## config.mk

```make
export PLATFORM = sky130hd
export DESIGN_NAME = mesh_link_arbiter
export DESIGN_NICKNAME = d
export VERILOG_FILES = /design/src/rtl/mesh_arb_pkg.sv /design/src/rtl/rr_pick.sv /design/src/rtl/mesh_link_arbiter.sv
export SDC_FILE = /design/constraint.sdc
export NUM_CORES = 1
export LEC_CHECK = 0
export CELL_PAD_IN_SITES_DETAIL_PLACEMENT = 0
export CELL_PAD_IN_SITES_GLOBAL_PLACEMENT = 2
export CORE_AREA = 2 2 141 143
export DETAILED_ROUTE_END_ITERATION = 12
export DIE_AREA = 0 0 143 145
export MAX_ROUTING_LAYER = met4
export PLACE_DENSITY_LB_ADDON = 0.25
export SLEW_MARGIN = 10
export SYNTH_ARGS = -nofsm -noshare
export SYNTH_HDL_FRONTEND = slang
export SYNTH_SLANG_ARGS = --single-unit
```

## constraint.sdc

```tcl
create_clock -name clk -period 10 [get_ports clk]
set_input_delay 2 -clock clk [delete_from_list [all_inputs] [get_ports clk]]
set_output_delay 2 -clock clk [all_outputs]
set_load 0.03 [all_outputs]
```

## src/rtl/mesh_arb_pkg.sv

```systemverilog
// Shared constants, width helper and grant index type for the mesh link arbiter.
// Latency: n/a (declarations only).
// Backpressure: n/a.
package mesh_arb_pkg;

    localparam int STALL_W   = 16;
    localparam int N_REQ_DEF = 4;

    // Width of a FIFO occupancy count able to hold 0..depth inclusive.
    function automatic int cnt_w(input int depth);
        return $clog2(depth) + 1;
    endfunction

    typedef logic [$clog2(N_REQ_DEF)-1:0] grant_t;

endpackage

```

## src/rtl/rr_pick.sv

```systemverilog
// Rotate-priority encoder: first set bit of elig_i strictly after ptr_i, cyclically.
// Latency: purely combinational.
// Backpressure: none; the caller qualifies found_o with its own credit check.
// Ports: elig_i (eligible vector), ptr_i (last winner), found_o (any eligible), idx_o (winner).
module rr_pick #(
    parameter int N  = 4,
    parameter int IW = $clog2(N)
) (
    input  logic [N-1:0]  elig_i,
    input  logic [IW-1:0] ptr_i,
    output logic          found_o,
    output logic [IW-1:0] idx_o
);

    logic [2*N-1:0] dbl;
    logic [N-1:0]   rot;
    int             pos;
    int             sum;

    always_comb begin
        // Rotate so that bit 0 of rot corresponds to index ptr_i+1.
        dbl = {elig_i, elig_i} >> (int'(ptr_i) + 1);
        rot = dbl[N-1:0];
        pos = 0;
        // Descending scan leaves the lowest set position in pos.
        for (int p = N - 1; p >= 0; p--) begin
            if (rot[p]) begin
                pos = p;
            end
        end
        sum = int'(ptr_i) + 1 + pos;
        if (sum >= N) begin
            sum = sum - N;
        end
        found_o = |elig_i;
        idx_o   = sum[IW-1:0];
    end

endmodule

```

## src/rtl/mesh_link_arbiter.sv

```systemverilog
// Round-robin arbiter popping N_REQ input FIFOs into one downstream router FIFO.
// Latency: pop in cycle t (combinational), push/data_out registered in cycle t+1; 1 word/cycle sustained.
// Backpressure: pops only while out_count + push_out + 1 <= fifo_depth; blocked cycles counted in stall_cnt.
// Ports: pndng_in/data_in/req_mask from requesters, out_count from downstream FIFO,
//        pop_out to requesters, push_out/data_out to downstream, grant_id/stall_cnt status.
module mesh_link_arbiter
    import mesh_arb_pkg::*;
#(
    parameter int pckg_sz    = 40,
    parameter int fifo_depth = 4,
    parameter int N_REQ      = 4
) (
    input  logic                                clk,
    input  logic                                reset,
    input  logic [N_REQ-1:0]                    pndng_in,
    input  logic [N_REQ-1:0][pckg_sz-1:0]       data_in,
    input  logic [N_REQ-1:0]                    req_mask,
    input  logic [cnt_w(fifo_depth)-1:0]        out_count,
    output logic [N_REQ-1:0]                    pop_out,
    output logic                                push_out,
    output logic [pckg_sz-1:0]                  data_out,
    output logic [$clog2(N_REQ)-1:0]            grant_id,
    output logic [STALL_W-1:0]                  stall_cnt
);

    localparam int CW = cnt_w(fifo_depth);
    localparam int IW = $clog2(N_REQ);
    localparam int SW = CW + 1;

    logic [IW-1:0]      rr_ptr_q, rr_ptr_d;
    logic [IW-1:0]      grant_q, grant_d;
    logic               push_q, push_d;
    logic [pckg_sz-1:0] data_q, data_d;
    logic [STALL_W-1:0] stall_q, stall_d;

    logic [N_REQ-1:0]   elig;
    logic               found;
    logic [IW-1:0]      pick_idx;
    logic [SW-1:0]      credit_sum;
    logic               credit_ok;
    logic               grant;

    assign elig = pndng_in & req_mask;

    rr_pick #(
        .N  (N_REQ),
        .IW (IW)
    ) u_pick (
        .elig_i  (elig),
        .ptr_i   (rr_ptr_q),
        .found_o (found),
        .idx_o   (pick_idx)
    );

    // One extra bit so the sum cannot wrap. The push_q term accounts for the
    // word leaving our pipeline register this cycle, which out_count has not
    // seen yet. A concurrent downstream pop is deliberately ignored.
    assign credit_sum = {1'b0, out_count} + SW'(push_q) + SW'(1);
    assign credit_ok  = credit_sum <= SW'(fifo_depth);
    assign grant      = found && credit_ok && !reset;

    always_comb begin
        pop_out = '0;
        for (int i = 0; i < N_REQ; i++) begin
            if (grant && (pick_idx == IW'(i))) begin
                pop_out[i] = 1'b1;
            end
        end
    end

    always_comb begin
        rr_ptr_d = rr_ptr_q;
        grant_d  = grant_q;
        data_d   = data_q;
        push_d   = grant;
        stall_d  = stall_q;
        if (grant) begin
            rr_ptr_d = pick_idx;
            grant_d  = pick_idx;
            data_d   = data_in[pick_idx];
        end
        if (found && !credit_ok && (stall_q != {STALL_W{1'b1}})) begin
            stall_d = stall_q + STALL_W'(1);
        end
    end

    always_ff @(posedge clk) begin
        if (reset) begin
            // rr_ptr starts at the last index so requester 0 wins first.
            rr_ptr_q <= IW'(N_REQ - 1);
            grant_q  <= '0;
            push_q   <= 1'b0;
            data_q   <= '0;
            stall_q  <= '0;
        end else begin
            rr_ptr_q <= rr_ptr_d;
            grant_q  <= grant_d;
            push_q   <= push_d;
            data_q   <= data_d;
            stall_q  <= stall_d;
        end
    end

    assign push_out  = push_q;
    assign data_out  = data_q;
    assign grant_id  = grant_q;
    assign stall_cnt = stall_q;

endmodule

```

# Word level (Yosys, flattened, before mapping)
# Cells that the tools add are included.
dict set report totals {
  register_bits 61
  latch_bits 0
  ram_bits 0
  romBits 0
  input_bits 173
  out_inout_bits 63
  n_memories 0
}
dict set report classes {
  n_addsub 6
  multipliers 0
  n_div 0
  n_lt_le_gt_ge 3
  eq_ne 4
  shifts 1
  n_mux 11
  n_bitwise 1
  reduce_logical 12
}
# op count
set ops {}
lappend ops {{$bmux W40 S2} 1}
lappend ops {{$mux W40} 1}
lappend ops {{$ge A32 B4 Y1 const B} 1}
lappend ops {{$add A16 B1 Y16 const B} 1}
lappend ops {{$ne A16 B16 Y1 const B} 1}
lappend ops {{$mux W2} 5}
lappend ops {{$logic_and A1 B1 Y1} 8}
lappend ops {{$shr A8 B3 Y4} 1}
lappend ops {{$add A3 B1 Y4} 1}
lappend ops {{$add A3 B2 Y4} 1}
lappend ops {{$add A4 B1 Y4 const B} 1}
lappend ops {{$and A4 B4 Y4} 1}
lappend ops {{$eq A2 B2 Y1 const B} 2}
lappend ops {{$le A4 B3 Y1 const B} 1}
lappend ops {{$mux W1} 4}
lappend ops {{$reduce_or A4 Y1} 1}
lappend ops {{$add A2 B1 Y3 const B} 1}
lappend ops {{$lt A2 B3 Y1 const B} 1}
lappend ops {{$eq A2 B1 Y1 const B} 1}
lappend ops {{$logic_not A1 Y1} 2}
lappend ops {{$logic_not A2 Y1} 1}
lappend ops {{$sub A2 B1 Y2 const B} 1}

# Longest topological paths before layout
# Gate-level depths: netlist (run 1).
dict set report logic_depth {
  depth_word 12
  mapped_depth 14
}

# By module
# From an unflattened synthesis (run 1), not the netlist that was laid out.
dict set report hier_totals {
  cells_unflattened 376
  area_unflattened_um2 3573.4
}
# mod instances cells_each area_each_um2 seq_area_each_um2
set by_module_without_submodules {}
lappend by_module_without_submodules {mesh_link_arbiter 1 352 3399.5 1221.2}
lappend by_module_without_submodules {rr_pick 1 24 173.9 0.0}

# Least setup slack after synthesis (run 1)
# Ideal clock, no wire load.
dict set report synth_path {
  kind {input-to-output}
  startpoint {in pndng_in[1]}
  endpoint {out pop_out[3]}
  arrival_time_ns 4.737
  setup_slack_ns 3.263
  stages 14
  n_path_buf 3
  cell_sequence {nand2_2 > nor3b_1 > a41oi_1 > o211ai_1 > a21oi_1 > ha_1 > buf_2 > nor2b_1 > o2111ai_1 > o2111ai_2 > or3_1 > buf_2 > buf_6 > nor3_1}
}
dict set report synth_between {
  elab_chain_cells 12
}
# element line_no
set synth_rtl {}
lappend synth_rtl {{start, declared} mesh_link_arbiter.sv:15} ;# input logic [N_REQ-1:0] pndng_in,
lappend synth_rtl {{$and A4 B4 Y4 *} mesh_link_arbiter.sv:43} ;# assign elig = pndng_in & req_mask;
lappend synth_rtl {{$shr A8 B3 Y4} rr_pick.sv:22} ;# dbl = {elig_i, elig_i} >> (int'(ptr_i) + 1);
lappend synth_rtl {{$mux W2 (4 in a row)} rr_pick.sv:27} ;# if (rot[p]) begin
lappend synth_rtl {{$add A3 B2 Y4} rr_pick.sv:31} ;# sum = int'(ptr_i) + 1 + pos;
lappend synth_rtl {{$ge A32 B4 Y1 / $sub A2 B1 Y2 (equally long branches)} {rr_pick.sv:32, rr_pick.sv:33}}
lappend synth_rtl {{$mux W2} rr_pick.sv:32} ;# if (sum >= N) begin
lappend synth_rtl {{$eq A2 B2 Y1} mesh_link_arbiter.sv:65} ;# if (grant && (pick_idx == IW'(i))) begin
lappend synth_rtl {{$logic_and A1 B1 Y1 *} mesh_link_arbiter.sv:65}
lappend synth_rtl {{$mux W1 *} mesh_link_arbiter.sv:65}
lappend synth_rtl {{end, declared} mesh_link_arbiter.sv:19} ;# output logic [N_REQ-1:0] pop_out,
# Every way passes the cells marked *; elsewhere a longest branch is shown, timed or not.

# Worst setup path in the final report (run 1)
dict set report layout_path {
  startpoint {in pndng_in[1]}
  endpoint {out pop_out[2]}
}
# The elaborated chain is that of the path after synthesis.

==> metrics.cfg, run 1 <==
[place]
post-dp-hpwl_um = 13730
globalplace.congestion = 0.7702
place.port_buffers = 235

[clock_tree]
tritoncts = yes
clock_sinks = 61
post_cts_resize_count = 0
cts_max_path_buffers = 2
cts.root.buffer_cell = sky130_fd_sc_hd__clkbuf_16
cts.clk_slew.worst_paths_ns = 0.05
postCtsSetupRepairBufs = 0
clkLatencyLatePin_ns = 0.34
cts_inserted_buffers = 9
cts_hold_repair.buffers = 0
ctsHtreeMaxLevel = 3

[critical_path]
critical_path_arrival_ns = 6.57
worstSetupEndpointType = output port
cp-start-kind = input port
path_type_of_the_worst_setup_path = in -> out
required_ns = 8.00
critPathMaxFanout = 29

[yosys]
synth_top_cells_by_area = sky130_fd_sc_hd__dfxtp_1, sky130_fd_sc_hd__mux2i_1, sky130_fd_sc_hd__o311ai_0
yosys.area_share.adder_pct = 1.442
synth_warnings = 0
area_of_the_mapped_netlist_sq_mm = 0.004339
syn_avg_cell_area_sq_um = 8.696
synthCells = 499
synth_flop_cell = sky130_fd_sc_hd__dfxtp_1
synth_simple_gate_area_share_pct = 19.43
synth_async_sr_flop_share_pct = 0
synth.mux.area_fraction_pct = 18.69
yosysTopAreaCellShare_pct = 28.14
netlist-cell-type-count = 53
number_of_synthesized_flops_with_an_enable_pin = 0
synth_top_family_by_area = compound AO/OA/AOI/OAI gates
synth.yosys.seq_area_share_pct = 28.14
yosys.area_share.xor_xnor_pct = 0.6055
yosys-top-cells-count = sky130_fd_sc_hd__mux2i_1, sky130_fd_sc_hd__dfxtp_1, sky130_fd_sc_hd__o311ai_0
synth_most_common_cell = sky130_fd_sc_hd__mux2i_1
ys_ff_latch = 61
synth_compound_area_share_pct = 25.12
synth_top_cell_by_area = sky130_fd_sc_hd__dfxtp_1
syn-num-nets = 677

[power_and_ir_drop]
share_clk_of_total_power_pct = 24.0
p_sw_share_pct = 40.67
power.leakage_nw = 2.596
part_of_the_power_in_registers_pct = 25.3
netSwitchingPower_w = 0.0005065
vdd_drop_max_mv = 0.06828
finalPower_w = 0.001246
portion_of_total_power_attributed_to_combinational_logic_pct = 50.6
cellInternalPower_w = 0.0007390
p_per_area_mw_per_mm2 = 174.0

[drt]
detail-route-antenna-nets = 0
count_of_vias_placed_by_the_detailed_router = 4840
detail_route.iter0.violations = 209
routed_wl_um = 17950
remaining_drc_errors = 0
route.detailed.wl_per_inst_um = 18.51
route.detailed.vias_per_inst = 4.990
detail_route.first_pass.iterations = 5

[timing]
rsz0062_at_grt = false
min_period_ns = 8.569
final_hold_viol_count = 0
tightestPinTransition_ns = 1.144
clock_skew_ns = 0.006242
timing.final.setup_violations = 0
worst_slew_margin_rel_pct = 23.59
finalSetupTns_ns = 0
fmaxAchievable_ghz = 0.1167
fraction_of_the_cycle_the_final_worst_path_needs_pct = 85.69
final_max_slew_viol_count = 0

[die]
die_height_um = 145
floorplan.initialDensity_pct = 22.59
ios = 236
core-area_sq_mm = 0.01921
chipWidth_um = 143
dieArea_sq_mm = 0.02074
placementRows = 51

[grt]
grt_start_max_net_pins = 59
via_count_of_the_first_global_routing_pass = 4940
global_route_usage_over_all_layers_pct = 17.72
grt_first_pass_wirelength_um = 27340
antenna_found_initial = 0
grt_remaining_overflow = 0

[job]
cap_viol_max_count = 0

[final_layout]
layout-area-overhead-vs-synth_pct = 64.99
finalNetCount = 878
n_antenna_cell = 0
post_route_cells_drive_above_1_share_pct = 6.809
fillerInstances = 1978

[outcome]
outcome = completed

[min_path]
min_path_type = reg -> reg

==> worst max-delay path, stage by stage <==
cell and delay, ns:
sky130_fd_sc_hd__clkdlybuf4s50_1 0.50, sky130_fd_sc_hd__nand2_2 0.13, sky130_fd_sc_hd__nor3b_1 0.17, sky130_fd_sc_hd__a41oi_1 0.20, sky130_fd_sc_hd__o211ai_1 0.11, sky130_fd_sc_hd__a21oi_1 0.28
sky130_fd_sc_hd__ha_4 0.38, sky130_fd_sc_hd__nor2b_1 0.12, sky130_fd_sc_hd__o2111ai_1 0.12, sky130_fd_sc_hd__o2111ai_2 0.55, sky130_fd_sc_hd__nor3_2 0.81, sky130_fd_sc_hd__buf_4 0.33
sky130_fd_sc_hd__and3_1 0.17, sky130_fd_sc_hd__clkdlybuf4s50_1 0.69
==> sequential cells by signal, summed over array words and instances (netlist names) <==
| signal | cells |
|---|---|
| data_out | 40 |
| grant_id | 2 |
| push_out | 1 |
| stall_cnt | 16 |
| rr_ptr_q | 2 |
==> stage by stage <==
step	instance area (sq um)	hold WS (ns)	setup WS, ns	util (%)	cells
CTS	7159	0.4724	1.477	37.27	970
detailed placement	6880	0.4602	1.499	35.82	954
floorplan	4339	0.5436	3.263	-	499
global route	7159	0.4886	1.134	37.27	970
global placement	6880	0.4527	1.625	35.82	954
finish	7159	0.4710	1.431	37.27	970
==> cell families (layout without fill, tap and decap cells) <==
| logic type | count (synthesis) | count (layout) |
|---|---|---|
| AO/OA/AOI/OAI | 127 | 127 |
| XOR/XNOR | 3 | 3 |
| adder cells (fa/ha/maj) | 5 | 5 |
| buffers and inverters | 64 | 270 |
| flip-flops | 61 | 61 |
| multiplexers | 81 | 81 |
| AND/OR/NAND/NOR | 158 | 158 |
==> final cells by class <==
class                      count  area, sq um  area share [%]
tap                          265        331.6           4.631
multi-input combinational    374         2883           40.27
inverter                      12        45.04          0.6292
clock inverter                 4        22.52          0.3146
sequential                    61         1221           17.06
timing repair buffer         242         2400           33.52
clock buffer                  12        256.5           3.583
==> metal layers <==
metal,wire length (um),vias up,GRT usage [%],share of wire [%]
li1,-,2400,-,-
met1,7660,2270,20.76,43
met2,9064,156,30.14,50
met3,992,14,4.686,5.5
met4,232,0,4.109,1.3
met5,0,-,-,0
==> power by group through the flow <==
| stage | clock, W | combinational, W | sequential (W) |
|---|---|---|---|
| finish | 0.000299 | 0.000631 | 0.000316 |
| global route | 0.000315 | 0.000676 | 0.000321 |
| CTS | 0.000306 | 0.000639 | 0.000316 |
| detailed placement | 0 | 0.000637 | 0.000320 |
| global placement | 0 | 0.000634 | 0.000319 |
| floorplan | 0 | 0.000301 | 0.000395 |
==> final timing paths <==
kind                     start            to  slack [ns]  depth (start not counted)
setup / recovery   pndng_in[1]    pop_out[2]        1.43                         14
hold / removal    data_out[39]  data_out[39]        0.47                          2
setup reg to reg   rr_ptr_q[0]  data_out[23]        6.08                         11
hold reg to reg   data_out[39]  data_out[39]        0.47                          2
==> cell usage in the layout, fill, tap and decap left out, drive strengths merged, types with 3 or more instances in the layout <==
cell	n
ha	5
a21oi	13
clkdlybuf4s50	234
o311ai	65
o2111ai	5
mux2i	81
nor4	41
nand2	58
inv	12
dfxtp	61
o31ai	24
and3	7
nand4	6
nor3	7
clkbuf	12
nor2	9
o211ai	3
nand3	7
clkinv	3
or3	7
or4	8
o21ai	5
buf	8
Power figures use the tool's default switching activity.
==> run 2, diff against run 1 <==
--- a/config.mk
+++ b/config.mk
@@ -6,4 +6,5 @@
 export NUM_CORES = 1
 export LEC_CHECK = 0
+export CAP_MARGIN = 15
 export CELL_PAD_IN_SITES_DETAIL_PLACEMENT = 0
 export CELL_PAD_IN_SITES_GLOBAL_PLACEMENT = 2
@@ -11,4 +12,5 @@
 export DETAILED_ROUTE_END_ITERATION = 12
 export DIE_AREA = 0 0 143 145
+export GPL_TIMING_DRIVEN = 0
 export MAX_ROUTING_LAYER = met4
 export PLACE_DENSITY_LB_ADDON = 0.25
==> constraint.sdc (replaced) <==
create_clock -name clk -period 10 [get_ports clk]
set_input_delay 1.5 -clock clk [delete_from_list [all_inputs] [get_ports clk]]
set_output_delay 1.5 -clock clk [all_outputs]
set_load 0.03 [all_outputs]
==> run 2 against run 1 <==
Compared with the run above: setup slack improved by 1.5 ns; sequential cell count is the same; power up 2.6%; core utilization is 0.89 points higher; wire length grew 5.5%; first-iteration DRC count rose by 9.6%; non-clock buffer count grew 45.
==> metrics.cfg, run 2 (synthesis gave the netlist of run 1 again) <==
[place]
post-dp-hpwl_um = 15510  ; was 13,730 um
post-place-cells = 999  ; was 954
dp_slack_ns = 2.992  ; was 1.499 ns
globalplace.congestion = 0.7709  ; was 0.7702
place.port_buffers = 235  ; unchanged

[final_layout]
layout_common_cells = sky130_fd_sc_hd__clkdlybuf4s50_1, sky130_fd_sc_hd__mux2i_1, sky130_fd_sc_hd__dfxtp_1, sky130_fd_sc_hd__o311ai_0, sky130_fd_sc_hd__nand2_1  ; unchanged
fillerInstances = 1988  ; was 1,978
layout-area-overhead-vs-synth_pct = 68.92  ; was 64.99%
area_occupied_by_multi_input_gates_sq_mm = 0.002839  ; was 0.002883 sq mm
largest_reg_flops = 40  ; unchanged
final_cell_count_no_fill = 1016  ; was 970
post_route_cells_drive_above_1_share_pct = 6.267  ; was 6.809%
area.sequential_sq_mm = 0.001221  ; unchanged
finalNetCount = 923  ; was 878
final_core_util_pct = 38.16  ; was 37.27%
layout_commonest_cell = sky130_fd_sc_hd__clkdlybuf4s50_1  ; unchanged

[clock_tree]
ctsHtreeMaxLevel = 3  ; unchanged
cts_max_path_buffers = 2  ; unchanged
clock_sinks = 61  ; unchanged
postCtsSetupRepairBufs = 0  ; unchanged
post_cts_resize_count = 0  ; unchanged
tritoncts = yes  ; unchanged
cts.root.buffer_cell = sky130_fd_sc_hd__clkbuf_16  ; unchanged
cts.clk_slew.worst_paths_ns = 0.06  ; was 0.05 ns
clkLatencyLatePin_ns = 0.34  ; about the same
cts_inserted_buffers = 9  ; unchanged
cts_hold_repair.buffers = 0  ; unchanged

[drt]
route.detailed.vias_per_inst = 4.995  ; was 4.990
routed_wl_um = 18940  ; was 17,950 um
count_of_vias_placed_by_the_detailed_router = 5075  ; was 4,840
remaining_drc_errors = 0  ; unchanged
detail-route-antenna-nets = 0  ; unchanged
detail_route.iter0.violations = 229  ; was 209
detail_route.first_pass.iterations = 4  ; was 5
route.detailed.wl_per_inst_um = 18.64  ; was 18.51 um

[grt]
via_count_of_the_first_global_routing_pass = 5088  ; was 4,940
antenna_found_initial = 1  ; was 0
grt_first_pass_wirelength_um = 28900  ; was 27,340 um
grt_start_max_net_pins = 11  ; was 59
grt_remaining_overflow = 0  ; unchanged
global_route_usage_over_all_layers_pct = 18.89  ; was 17.72%

[critical_path]
critical_path.top_delay_family = buffers and inverters  ; unchanged
worst-r2r-cell-count = 11  ; unchanged
max_stage_delay_ns = 0.69  ; was 0.81 ns
path_cells = clkdlybuf4s50_1, nand2_2, nor3b_1, a41oi_1, o211ai_1, a21oi_1, ha_1, buf_2, nor2b_1, o2111ai_1, o2111ai_2, nor3_2, buf_2, and3_1, clkdlybuf4s50_1  ; was clkdlybuf4s50_1, nand2_2, nor3b_1, a41oi_1, o211ai_1, a21oi_1, ha_4, nor2b_1, o2111ai_1, o2111ai_2, nor3_2, buf_4, and3_1, clkdlybuf4s50_1
worstSetupEndpointType = output port  ; unchanged
required_ns = 8.50  ; was 8.00 ns
critical_path_depth = 15  ; was 14
critPathMaxFanout = 10  ; was 29
r2r_setup_slack_ns = 6.26  ; was 6.08 ns
path_type_of_the_worst_setup_path = in -> out  ; unchanged
cp-start-kind = input port  ; unchanged
critPathSlowestCell = sky130_fd_sc_hd__clkdlybuf4s50_1  ; was sky130_fd_sc_hd__nor3_2
critical_path_arrival_ns = 5.52  ; was 6.57 ns
sum_of_buffers_and_inverters_on_the_critical_path = 4  ; was 3

[timing]
finalSetupTns_ns = 0  ; unchanged
timing.final.setup_violations = 0  ; unchanged
clock_skew_ns = 0.008388  ; was 0.006242 ns
rsz0062_at_grt = false  ; unchanged
timing.final.ws_setup_ns = 2.981  ; was 1.431 ns
tightestPinTransition_ns = 1.003  ; was 1.144 ns
final_hold_viol_count = 0  ; unchanged
min_period_ns = 7.019  ; was 8.569 ns
fraction_of_the_cycle_the_final_worst_path_needs_pct = 70.19  ; was 85.69%
worst_slew_margin_rel_pct = 33.12  ; was 23.59%
final_max_slew_viol_count = 0  ; unchanged
fmaxAchievable_ghz = 0.1425  ; was 0.1167 GHz

[die]
placementRows = 51  ; unchanged
floorplan.initialDensity_pct = 22.59  ; unchanged
die_height_um = 145  ; unchanged
ios = 236  ; unchanged
dieArea_sq_mm = 0.02074  ; unchanged
core-area_sq_mm = 0.01921  ; unchanged
chipWidth_um = 143  ; unchanged

[job]
cap_viol_max_count = 0  ; unchanged

[outcome]
outcome = completed  ; unchanged

[power_and_ir_drop]
finalPower_w = 0.001278  ; was 0.001246 W
vdd_drop_max_mv = 0.1040  ; was 0.06828 mV
power.leakage_nw = 2.674  ; was 2.596 nW
p_per_area_mw_per_mm2 = 174.3  ; was 174.0 mW/mm^2

[min_path]
min_path_type = reg -> reg  ; unchanged
worstHoldPathCells = 2  ; unchanged

[run 2: changes by cell type in the layout (fill, tap and decap cells not counted), moves of 2 or more]
cell and delta:
sky130_fd_sc_hd__buf_4 -7, sky130_fd_sc_hd__clkbuf_1 +36, sky130_fd_sc_hd__buf_6 +3, sky130_fd_sc_hd__clkbuf_8 +3, sky130_fd_sc_hd__a21oi_1 +2, sky130_fd_sc_hd__buf_2 +4, sky130_fd_sc_hd__buf_1 +4
[run 2: power by group]
group	internal, W	switching, W
logic	0.000278	0.000376
clock network	0.000194	0.000116
registers	0.000287	0.0000265
total	0.000759	0.000519
[run 2: metal layers]
| metal | wire, um | vias to the layer above | part of all wire, % | track usage [%] |
|---|---|---|---|---|
| li1 | - | 2497 | - | - |
| met1 | 8000 | 2369 | 42 | 22.69 |
| met2 | 9532 | 194 | 50 | 32.01 |
| met3 | 1195 | 15 | 6.3 | 4.653 |
| met4 | 210 | 0 | 1.1 | 3.812 |
| met5 | 0 | - | 0 | - |
[run 2: worst paths after layout]
check / startpoint / endpoint
worst max-delay path: pndng_in[1] / pop_out[2]
worst min-delay path: data_out[38] / data_out[38]
worst max register to register: rr_ptr_q[0] / data_out[0]
worst min register to register: data_out[38] / data_out[38]
[run 2: cell type report]
type / count / share of cell area [%]
diodes: 1 / 0.03414
multi-input cells: 374 / 38.73
clock inverters: 3 / 0.2390
clock buffers: 13 / 3.824
plain buffers: 52 / 3.278
inverters: 12 / 0.6145
flip-flops and latches: 61 / 16.66
repair buffers: 235 / 32.09
well taps: 265 / 4.524
[run 2: tightest hold or removal path: cells and delay by family (launching register included)]
family | cells | cell delay [ns]
compound gates | 1 | 0.06
flops | 1 | 0.32
simple gates | 1 | 0.06
[run 2: stage by stage]
stage          instance area, sq um  hold slack, ns
3_5_place_dp                   7023          0.4612
4_1_cts                        7321          0.4742
3_3_place_gp                   7023          0.4513
5_1_grt                        7330          0.4982
6_report                       7330          0.4689
2_1_floorplan                  4339          0.5436
